File: config.mk
export PLATFORM = sky130hd
export DESIGN_NAME = div_share_ctrl
export DESIGN_NICKNAME = d
export VERILOG_FILES = /design/src/rtl/div_share_pkg.sv /design/src/rtl/div_share_ctrl_rr_arbiter.sv /design/src/rtl/div_share_ctrl.sv
export SDC_FILE = /design/constraint.sdc
export NUM_CORES = 1
export LEC_CHECK = 0
export ABC_AREA = 1
export ABC_CLOCK_PERIOD_IN_PS = 4890
export BUFFER_PORTS_ARGS = -buffer_cell sky130_fd_sc_hd__buf_2
export CAP_MARGIN = 20
export CORE_AREA = 2 2 185 187
export CTS_CLUSTER_SIZE = 8
export DETAILED_ROUTE_END_ITERATION = 10
export DIE_AREA = 0 0 187 189
export PLACE_DENSITY = 0.53
export SLEW_MARGIN = 20
export SYNTH_ARGS = -nofsm -noshare
export SYNTH_HDL_FRONTEND = slang
export SYNTH_SLANG_ARGS = --single-unit
File: constraint.sdc
create_clock -name clock -period 4.89 [get_ports clock]
set_input_delay 0.489 -clock clock [delete_from_list [all_inputs] [get_ports clock]]
set_output_delay 0.489 -clock clock [all_outputs]
set_load 0.005 [all_outputs]
File: src/rtl/div_share_pkg.sv
// Shared types and helpers for the divider-sharing controller.
// State encoding, response status codes and saturation values.
package div_share_pkg;

  typedef enum logic [2:0] {
    IDLE,
    ISSUE,
    WAIT,
    CLEAR,
    RESP
  } state_e;

  localparam logic [1:0] ST_OK      = 2'b00;
  localparam logic [1:0] ST_DIVZ    = 2'b01;
  localparam logic [1:0] ST_TIMEOUT = 2'b10;

  // Largest positive w-bit two's-complement value, zero-extended.
  function automatic logic [63:0] sat_pos(input int unsigned w);
    return (64'd1 << (w - 1)) - 64'd1;
  endfunction

  // Most negative w-bit value lives in the low w bits.
  function automatic logic [63:0] sat_neg(input int unsigned w);
    return ~sat_pos(w);
  endfunction

endpackage

File: src/rtl/div_share_ctrl_rr_arbiter.sv
// Combinational round-robin arbiter.
// Searches from last_i+1 with wrap; pointer is held by the caller.
module rr_arbiter #(
  parameter int NUM_REQ = 4
) (
  input  logic [NUM_REQ-1:0]         req_i,
  input  logic [$clog2(NUM_REQ)-1:0] last_i,
  output logic [NUM_REQ-1:0]         gnt_o,
  output logic [$clog2(NUM_REQ)-1:0] idx_o,
  output logic                       any_o
);

  localparam int IDX_W = $clog2(NUM_REQ);

  int               k;
  logic [IDX_W-1:0] kk;
  logic             found;

  always_comb begin
    idx_o = '0;
    found = 1'b0;
    k     = 0;
    kk    = '0;
    for (int i = 1; i <= NUM_REQ; i++) begin
      k  = (int'(last_i) + i) % NUM_REQ;
      kk = IDX_W'(k);
      if (!found && req_i[kk]) begin
        found = 1'b1;
        idx_o = kk;
      end
    end
    any_o = found;
    gnt_o = found ? (NUM_REQ'(1) << idx_o) : '0;
  end

endmodule

File: src/rtl/div_share_ctrl.sv
// Shares one iterative divider among NUM_REQ requesters.
// Round-robin accept, issue, wait/timeout, clear, respond.
module div_share_ctrl
  import div_share_pkg::*;
#(
  parameter int NUM_REQ    = 4,
  parameter int DATA_WIDTH = 32,
  parameter int TIMEOUT    = 64,
  parameter int CNT_W      = $clog2(TIMEOUT + 1)
) (
  input  logic                          clock,
  input  logic                          reset,
  input  logic [NUM_REQ-1:0]            req_valid,
  output logic [NUM_REQ-1:0]            req_ready,
  input  logic [NUM_REQ*DATA_WIDTH-1:0] req_dividend,
  input  logic [NUM_REQ*DATA_WIDTH-1:0] req_divisor,
  output logic [NUM_REQ-1:0]            rsp_valid,
  input  logic [NUM_REQ-1:0]            rsp_ready,
  output logic [DATA_WIDTH-1:0]         rsp_quotient,
  output logic [DATA_WIDTH-1:0]         rsp_remainder,
  output logic [1:0]                    rsp_status,
  output logic                          div_valid_in,
  output logic [DATA_WIDTH-1:0]         div_dividend,
  output logic [DATA_WIDTH-1:0]         div_divisor,
  input  logic                          div_valid_out,
  input  logic [DATA_WIDTH-1:0]         div_quotient,
  input  logic [DATA_WIDTH-1:0]         div_remainder,
  output logic                          div_clear,
  output logic                          busy
);

  localparam int IDX_W = $clog2(NUM_REQ);
  localparam logic [DATA_WIDTH-1:0] SAT_POS =
    DATA_WIDTH'(sat_pos(DATA_WIDTH));
  localparam logic [DATA_WIDTH-1:0] SAT_NEG =
    DATA_WIDTH'(sat_neg(DATA_WIDTH));
  localparam logic [CNT_W-1:0] T_LAST = CNT_W'(TIMEOUT - 1);

  state_e                 state_q, state_d;
  logic [IDX_W-1:0]       last_q, last_d;
  logic [IDX_W-1:0]       gnt_q, gnt_d;
  logic [DATA_WIDTH-1:0]  dvd_q, dvd_d;
  logic [DATA_WIDTH-1:0]  dvs_q, dvs_d;
  logic [DATA_WIDTH-1:0]  quo_q, quo_d;
  logic [DATA_WIDTH-1:0]  rem_q, rem_d;
  logic [1:0]             sts_q, sts_d;
  logic [CNT_W-1:0]       tmr_q, tmr_d;

  logic [NUM_REQ-1:0]     arb_gnt;
  logic [IDX_W-1:0]       arb_idx;
  logic                   arb_any;
  logic [DATA_WIDTH-1:0]  dvd_a [NUM_REQ];
  logic [DATA_WIDTH-1:0]  dvs_a [NUM_REQ];

  for (genvar g = 0; g < NUM_REQ; g++) begin : g_unpack
    assign dvd_a[g] = req_dividend[g*DATA_WIDTH +: DATA_WIDTH];
    assign dvs_a[g] = req_divisor[g*DATA_WIDTH +: DATA_WIDTH];
  end

  rr_arbiter #(
    .NUM_REQ (NUM_REQ)
  ) u_arb (
    .req_i  (req_valid),
    .last_i (last_q),
    .gnt_o  (arb_gnt),
    .idx_o  (arb_idx),
    .any_o  (arb_any)
  );

  always_ff @(posedge clock or posedge reset) begin
    if (reset) begin
      state_q <= IDLE;
      last_q  <= IDX_W'(NUM_REQ - 1);
      gnt_q   <= '0;
      dvd_q   <= '0;
      dvs_q   <= '0;
      quo_q   <= '0;
      rem_q   <= '0;
      sts_q   <= ST_OK;
      tmr_q   <= '0;
    end else begin
      state_q <= state_d;
      last_q  <= last_d;
      gnt_q   <= gnt_d;
      dvd_q   <= dvd_d;
      dvs_q   <= dvs_d;
      quo_q   <= quo_d;
      rem_q   <= rem_d;
      sts_q   <= sts_d;
      tmr_q   <= tmr_d;
    end
  end

  always_comb begin
    state_d = state_q;
    last_d  = last_q;
    gnt_d   = gnt_q;
    dvd_d   = dvd_q;
    dvs_d   = dvs_q;
    quo_d   = quo_q;
    rem_d   = rem_q;
    sts_d   = sts_q;
    tmr_d   = tmr_q;
    unique case (state_q)
      IDLE: begin
        if (arb_any) begin
          gnt_d = arb_idx;
          dvd_d = dvd_a[arb_idx];
          dvs_d = dvs_a[arb_idx];
          // Zero divisor is answered here and never reaches the divider.
          if (dvs_a[arb_idx] == '0) begin
            quo_d   = dvd_a[arb_idx][DATA_WIDTH-1] ? SAT_NEG : SAT_POS;
            rem_d   = '0;
            sts_d   = ST_DIVZ;
            state_d = RESP;
          end else begin
            state_d = ISSUE;
          end
        end
      end
      ISSUE: begin
        tmr_d   = '0;
        state_d = WAIT;
      end
      WAIT: begin
        tmr_d = tmr_q + 1'b1;
        if (div_valid_out) begin
          quo_d   = div_quotient;
          rem_d   = div_remainder;
          sts_d   = ST_OK;
          state_d = CLEAR;
        end else if (tmr_q == T_LAST) begin
          quo_d   = '0;
          rem_d   = '0;
          sts_d   = ST_TIMEOUT;
          state_d = CLEAR;
        end
      end
      CLEAR: state_d = RESP;
      RESP: begin
        if (rsp_ready[gnt_q]) begin
          last_d  = gnt_q;
          state_d = IDLE;
        end
      end
      default: state_d = IDLE;
    endcase
  end

  always_comb begin
    req_ready    = '0;
    rsp_valid    = '0;
    div_valid_in = 1'b0;
    div_clear    = 1'b0;
    busy         = 1'b1;
    unique case (state_q)
      IDLE: begin
        busy      = 1'b0;
        req_ready = arb_gnt;
      end
      ISSUE:   div_valid_in = 1'b1;
      CLEAR:   div_clear = 1'b1;
      RESP:    rsp_valid = NUM_REQ'(1) << gnt_q;
      default: ;
    endcase
  end

  assign div_dividend  = dvd_q;
  assign div_divisor   = dvs_q;
  assign rsp_quotient  = quo_q;
  assign rsp_remainder = rem_q;
  assign rsp_status    = sts_q;

endmodule

# ---- Yosys cells after proc, flatten, opt, wreduce, memory -nomap -nowiden
# Cells that the tools add are included.
dict set report word_totals {
  elab_cells 98
  in_bits 331
  out_inout_bits 141
  register_bits 144
}
dict set report op_classes {
  n_lt_le_gt_ge 6
  n_bitwise 1
  n_mux 52
  n_reduce_logical 14
  n_eq_ne 9
  add_sub_neg 5
  shift 2
}
# cell count
set op_table {}
lappend op_table {{$mux W32} 12}
lappend op_table {{$bmux W32 S2} 2}
lappend op_table {{$pmux W32 S2} 2}
lappend op_table {{$logic_not A32 Y1} 1}
lappend op_table {{$mux W2} 8}
lappend op_table {{$lt A2 B3 Y1 const B} 5}
lappend op_table {{$mux W3} 5}
lappend op_table {{$pmux W3 S5} 1}
lappend op_table {{$pmux W7 S2} 1}
lappend op_table {{$mux W1} 12}
lappend op_table {{$mux W4} 3}
lappend op_table {{$bmux W1 S2} 5}
lappend op_table {{$shl A1 B2 Y4 const A} 2}
lappend op_table {{$add A7 B1 Y7 const B} 1}
lappend op_table {{$eq A7 B6 Y1 const B} 1}
lappend op_table {{$eq A3 B2 Y1 const B} 2}
lappend op_table {{$ne A2 B2 Y1 const B} 3}
lappend op_table {{$add A2 B1 Y2 const B} 2}
lappend op_table {{$add A2 B2 Y2 const B} 2}
lappend op_table {{$pmux W2 S2} 1}
lappend op_table {{$reduce_and A2 Y1} 2}
lappend op_table {{$reduce_and A4 Y1} 1}
lappend op_table {{$reduce_bool A2 Y1} 2}
lappend op_table {{$eq A3 B1 Y1 const B} 1}
lappend op_table {{other kinds (8)} 12}

# ---- Logic depth before layout (Yosys ltp)
dict set report logic_depth {
  word_depth 21
  mapped_depth 27
  ltp_nobuf 24
}

# ---- By module
# A second synthesis with hierarchy kept.
dict set report unflattened {
  hier_cells 1228
  area_unflattened_um2 8373.0
}
# mod seq_area_each_um2 instances area_per_inst_um2 cells_per_inst
set modules_own_cells {}
lappend modules_own_cells {div_share_ctrl 3606.0 1 8045.2 1167}
lappend modules_own_cells {rr_arbiter 0.0 1 327.8 61}

# ---- Worst setup path after synthesis
# OpenSTA, ideal clock, no wires.
dict set report synth_timing {
  path_kind {reg-to-reg}
  startpoint {register last_q[0]}
  endpoint {register sts_q[0] (netlist: rsp_status[0])}
  setup_time_ps 117
  arrival_ps 2679
  stages_incl_launch_ff 27
  path_slack_ps 2093
  path_buffers 5
  path_cell_list {dfstp_2 buf_2 nand2_1 nand2_1 nand2_1 nand2_1 nor2_2 nand3_1 nand3_2 buf_6 buf_6 nand2_1 nand2_1 nand2_1 nand2_1 nor2_1 nand2_1 nor2_1 nand2_1 nor2_1 nand2_1 nand2_2 nand2_2 buf_6 buf_6 nand2_1 nand2_1}
}
dict set report synth_between {
  elab_chain_len 20
  word_cells_on_any_way 34
  cone_classes {add/sub (4); eq/ne (2); mux (19); bitwise (1); reduce/logical (8)}
}
# element line
set synth_rtl {}
lappend synth_rtl {{start: declaration} div_share_ctrl.sv:40} ;# logic [IDX_W-1:0] last_q, last_d;
lappend synth_rtl {{start signal: assignment} div_share_ctrl.sv:73} ;# last_q <= IDX_W'(NUM_REQ - 1);
lappend synth_rtl {{start signal: assignment} div_share_ctrl.sv:83} ;# last_q <= last_d;
lappend synth_rtl {{$add A2 B1 Y2} div_share_ctrl_rr_arbiter.sv:25} ;# k = (int'(last_i) + i) % NUM_REQ;
lappend synth_rtl {{$bmux W1 S2} div_share_ctrl_rr_arbiter.sv:27} ;# if (!found && req_i[kk]) begin
lappend synth_rtl {{$mux W1 (not written as such)} div_share_ctrl_rr_arbiter.sv:27}
lappend synth_rtl {{$mux W1} div_share_ctrl_rr_arbiter.sv:27}
lappend synth_rtl {{$logic_not A1 Y1} div_share_ctrl_rr_arbiter.sv:27}
lappend synth_rtl {{$logic_and A1 B1 Y1} div_share_ctrl_rr_arbiter.sv:27}
lappend synth_rtl {{$mux W1} div_share_ctrl_rr_arbiter.sv:27}
lappend synth_rtl {{$logic_not A1 Y1} div_share_ctrl_rr_arbiter.sv:27}
lappend synth_rtl {{(+3 left out)} -}
lappend synth_rtl {{$logic_and A1 B1 Y1} div_share_ctrl_rr_arbiter.sv:27}
lappend synth_rtl {{$mux W2} div_share_ctrl_rr_arbiter.sv:27}
lappend synth_rtl {{$not A2 Y3 (not written as such)} div_share_ctrl.sv:111} ;# if (dvs_a[arb_idx] == '0) begin
lappend synth_rtl {{$bmux W32 S2} div_share_ctrl.sv:111}
lappend synth_rtl {{$mux W32 (not written as such) (2 in a row)} div_share_ctrl.sv:111}
lappend synth_rtl {{$logic_not A32 Y1} div_share_ctrl.sv:111}
lappend synth_rtl {{$ne A2 B2 Y1 (no source line)} -}
lappend synth_rtl {{$reduce_and A4 Y1 (no source line) (*)} -}
lappend synth_rtl {{end signal: assignment} div_share_ctrl.sv:89} ;# sts_q <= sts_d;
lappend synth_rtl {{end: declaration} div_share_ctrl.sv:46} ;# logic [1:0] sts_q, sts_d;
# Mark *: on every way between the ends. The rest lies on a longest branch, timed or not. The select of a mux whose other input is x is not followed.
# A chain may end at the register's enable or synchronous reset.

# ---- Final worst setup path
dict set report layout_timing {
  startpoint {register last_q[0]}
  endpoint {register rem_q[11] (netlist: rsp_remainder[11])}
}
dict set report layout_between {
  elab_chain_len 20
  word_cells_on_any_way 34
  cone_classes {add/sub (4); eq/ne (2); mux (19); bitwise (1); reduce/logical (8)}
}
# element line
set layout_rtl {}
lappend layout_rtl {{$add A2 B1 Y2} div_share_ctrl_rr_arbiter.sv:25}
lappend layout_rtl {{$bmux W1 S2} div_share_ctrl_rr_arbiter.sv:27}
lappend layout_rtl {{$mux W1 (not written as such)} div_share_ctrl_rr_arbiter.sv:27}
lappend layout_rtl {{$mux W1} div_share_ctrl_rr_arbiter.sv:27}
lappend layout_rtl {{$logic_not A1 Y1} div_share_ctrl_rr_arbiter.sv:27}
lappend layout_rtl {{$logic_and A1 B1 Y1} div_share_ctrl_rr_arbiter.sv:27}
lappend layout_rtl {{$mux W1} div_share_ctrl_rr_arbiter.sv:27}
lappend layout_rtl {{$logic_not A1 Y1} div_share_ctrl_rr_arbiter.sv:27}
lappend layout_rtl {{(+3 left out)} -}
lappend layout_rtl {{$logic_and A1 B1 Y1} div_share_ctrl_rr_arbiter.sv:27}
lappend layout_rtl {{$mux W2} div_share_ctrl_rr_arbiter.sv:27}
lappend layout_rtl {{$not A2 Y3 (not written as such)} div_share_ctrl.sv:111}
lappend layout_rtl {{$bmux W32 S2} div_share_ctrl.sv:111}
lappend layout_rtl {{$mux W32 (not written as such) (2 in a row)} div_share_ctrl.sv:111}
lappend layout_rtl {{$logic_not A32 Y1} div_share_ctrl.sv:111}
lappend layout_rtl {{$ne A2 B2 Y1 (no source line)} -}
lappend layout_rtl {{$reduce_and A4 Y1 (no source line) (*)} -}
lappend layout_rtl {{end signal: assignment} div_share_ctrl.sv:88} ;# rem_q <= rem_d;
lappend layout_rtl {{end: declaration} div_share_ctrl.sv:45} ;# logic [DATA_WIDTH-1:0] rem_q, rem_d;
# Marked as above.

==> summary.md <==
| Metric | Value |
|---|---|
| IO Port Bufs | roughly 470 |
| # IOs | 472 |
| Ranking of synthesized cells by area | dfrtp_1 (43%), nand2_1 (31%), nand3_1 (5.9%) |
| Routed length on met1 | 14.2 mm |
| Max VDD drop | approximately 660 uV |
| Critical path launch point | last_q[0]$_DFFE_PP1P_ |
| Critical-path top delay cell | dfstp_2 |
| Min cycle time layout | about 4.2 ns |
| EDFF count, synth | 0 |
| Routed len/inst | around 16 um |
| Die width | 187 um |
| Crit Path Max Fanout | 69 |
| Post-route setup TNS | 0 ns |
| HPWL Detailed | between 20 and 30 mm |
| Most frequent CP cell | nand2_1 |
| Cell taking the most area after synthesis | dfrtp_1 |
| GP Congestion | just over 0.9 |
| Die Ht | 189 um |
| Row count | 67 |
| CTS clk-pin slew, worst paths | roughly 0.060 ns |
| GRT Total Usage | between 10% and 20% |
| Worst-Skew Late Latency | ~0.44 ns |
| Drt total wl | around 34 mm |
| First-pass GRT wire length | approximately 53 mm |
| Gr ovfl total | 0 |
| Yosys Warn Count | 0 |
| Vias/cell | 4.61 |
| Initial antenna violation count | 7 |
| Metal3 WL | around 2.3 mm |
| Max Transition Viols Final | 0 |
| Vias | about 9.8k |
| Count of final hold-check violations | 0 |
| Worst Hold Class | input pin to async pin |
| Initial Utilization | around 25% |
| Antenna viol nets, final | 0 |
| Nets | roughly 2.0k |
| Commonest cells post-synth | nand2_1 (687), dfrtp_1 (142), nand3_1 (98) |
| CTS Buf Count | 17 |
| H-tree depth | 4 |
| Clock Tree Buf Depth | 2 |
| Static Leakage | ~6.6 nW |
| Setup violations, final | 0 |
| Worst-Margin Slew | between 1 and 1.5 ns |
| CP required | 5.22 ns |
| Netlist Area Pre-Place | 8240 um2 |
| Final Skew | 0.0131 ns |
| Max-cap violations | 0 |
| P per Cell Area | a little under 900 nW/um2 |
| DR iter-0 viols | around 540 |
| Max layer used | met5 |
| Flops & latches, synth | 144 |
| CP Buf/Inv Count | 4 |
| Setup CP Type | register to register |
| Top-count cell post-synth | nand2_1 |
| Top Family by Delay on Critical Path | simple AND/OR/NAND/NOR gates |
| Top_reg_cell synth | dfrtp_1 |
| Synth Instances | about 1.2k |
| Maximum clock rate | approximately 240 MHz |
| Synth top area share | a little over two fifths |
| Post-cts resize count | 0 |
| Post-synthesis sequential area ratio | between 40% and 50% |
| Syn Nets | approximately 1.6k |
| CTS root buffer | clkbuf_16 |
| Period utilization | 86.0% |
| Power, Total | between 10 and 15 mW |
| Post-CTS Hold Buffers | 0 |
| Slew HR | approximately a third |
| Post-CTS Setup Inserts | 0 |
| Worst reg2reg startpoint | last_q[0]$_DFFE_PP1P_ |
| Setup crit end kind | register |
| Slowest Stage Delay on Critical Path | around 0.64 ns |
| RSZ-0062 raised after global routing | no |
| DR pass1 iterations | 5 |
| Die footprint | around 35000 um2 |
| Syn_area_per_cell | roughly 6.7 um2 |
| Async SR Flop Fraction | 100% |
| Share of post-route cells with drive strength above 1 | between 30% and 40% |
| Critical path launch point type | register |
| Met2 WL post-DR | approximately 16 mm |
| Layout area overhead | 40.2% |
| Post-route DRC | 0 |
| Core area | between 30000 and 40000 um2 |
| Outcome | finished, final reports clean |
| Arr. time, crit path | 4.53 ns |
| Pin count of the biggest net entering global routing | 86 |
| Vias in the first global route | between 9k and 10k |
| TritonCTS sink count | between 100 and 150 |
| CTS tree | done |
| Synth unique cells | 31 |
-- report_power, final --
group	switching (mW)	total (mW)	internal (mW)
Combinational	4.50	6.67	2.17
Clock	0.563	1.34	0.778
Sequential	0.309	2.09	1.78
Total	5.37	10.1	4.73
-- cells in the final DEF (no fill, tap or decap), types with 2 or more instances in the layout --
cell and count:
inv_1 27, a21oi_1 3, clkinv_2 3, buf_4 15, nor3_1 8, nand2_1 687
nor2_1 73, a31oi_1 41, dfrtp_1 142, nand2_2 2, diode_2 4, buf_12 2
clkbuf_16 17, dfstp_2 2, o21ai_0 15, nor2_2 3, nand3_2 2, inv_6 5
nand3_1 97, inv_2 4, clkinv_4 2, buf_2 471, nand4_1 22, clkbuf_8 2
a22oi_1 20, bufinv_16 2
-- area by class of cell --
cell class                      instances  area [um2]
Multi-Input combinational cell        983        4160
Antenna cell                            4        10.0
Timing Repair Buffer                  488        2510
Clock buffer                           19         453
Fill cell                            3716       21700
Clock inverter                         11         130
Inverter                               34         134
Tap cell                              448         561
Sequential cell                       144        3610
-- cell families after synthesis --
group	Yosys count	synth area share, %
buffers and inverters	107	6.13
adder cells (fa/ha/maj)	1	0.152
AND/OR/NAND/NOR	895	43.2
flip-flops	144	43.7
AO/OA/AOI/OAI	87	6.78
-- state kept, by name, indices dropped and copies added (netlist names) --
signal	count
state_q	3
div_divisor	32
rsp_quotient	32
gnt_q	2
rsp_remainder	32
rsp_status	2
tmr_q	7
last_q	2
div_dividend	32
-- final timing paths --
| path | slack, ns | to | cells past startpoint |
|---|---|---|---|
| min | 0.17 | rsp_remainder[15]$_DFFE_PP0P_ | 2 |
| max in group asynchronous | 3.63 | div_divisor[26]$_DFFE_PP0P_ | 3 |
| min in group clock | 0.25 | rsp_remainder[5]$_DFFE_PP0P_ | 3 |
| min reg2reg | 0.46 | rsp_remainder[15]$_DFFE_PP0P_ | 2 |
| max | 0.68 | rsp_remainder[11]$_DFFE_PP0P_ | 25 |
| max reg2reg | 0.68 | rsp_remainder[11]$_DFFE_PP0P_ | 25 |
-- worst reg2reg max path, delay by kind of cell (launching register included) --
kind / cells / cell delay, ns
simple gates: 21 / 2.35
flops: 1 / 0.64
buf+inv: 4 / 1.08
-- metrics by stage --
step | setup slack (ns) | instances | hold WS [ns] | area [um2] | util (%)
floorplan | 0.538 | 1234 | 0.454 | 8240 | -
global placement | 0.724 | 2097 | 0.449 | 11000 | 33.0
detailed placement | 0.730 | 2097 | 0.453 | 11000 | 33.0
CTS | 0.695 | 2127 | 0.182 | 11600 | 34.7
global route | 0.229 | 2130 | 0.219 | 11600 | 34.7
finish | 0.683 | 2131 | 0.165 | 11600 | 34.7
-- layer usage --
layer	global-route usage, %	vias to the layer above
li1	-	4810
met1	23.1	4570
met2	32.0	384
met3	5.21	60
met4	8.06	4
met5	0	-
No activity file was read; power rests on OpenSTA's default activity.
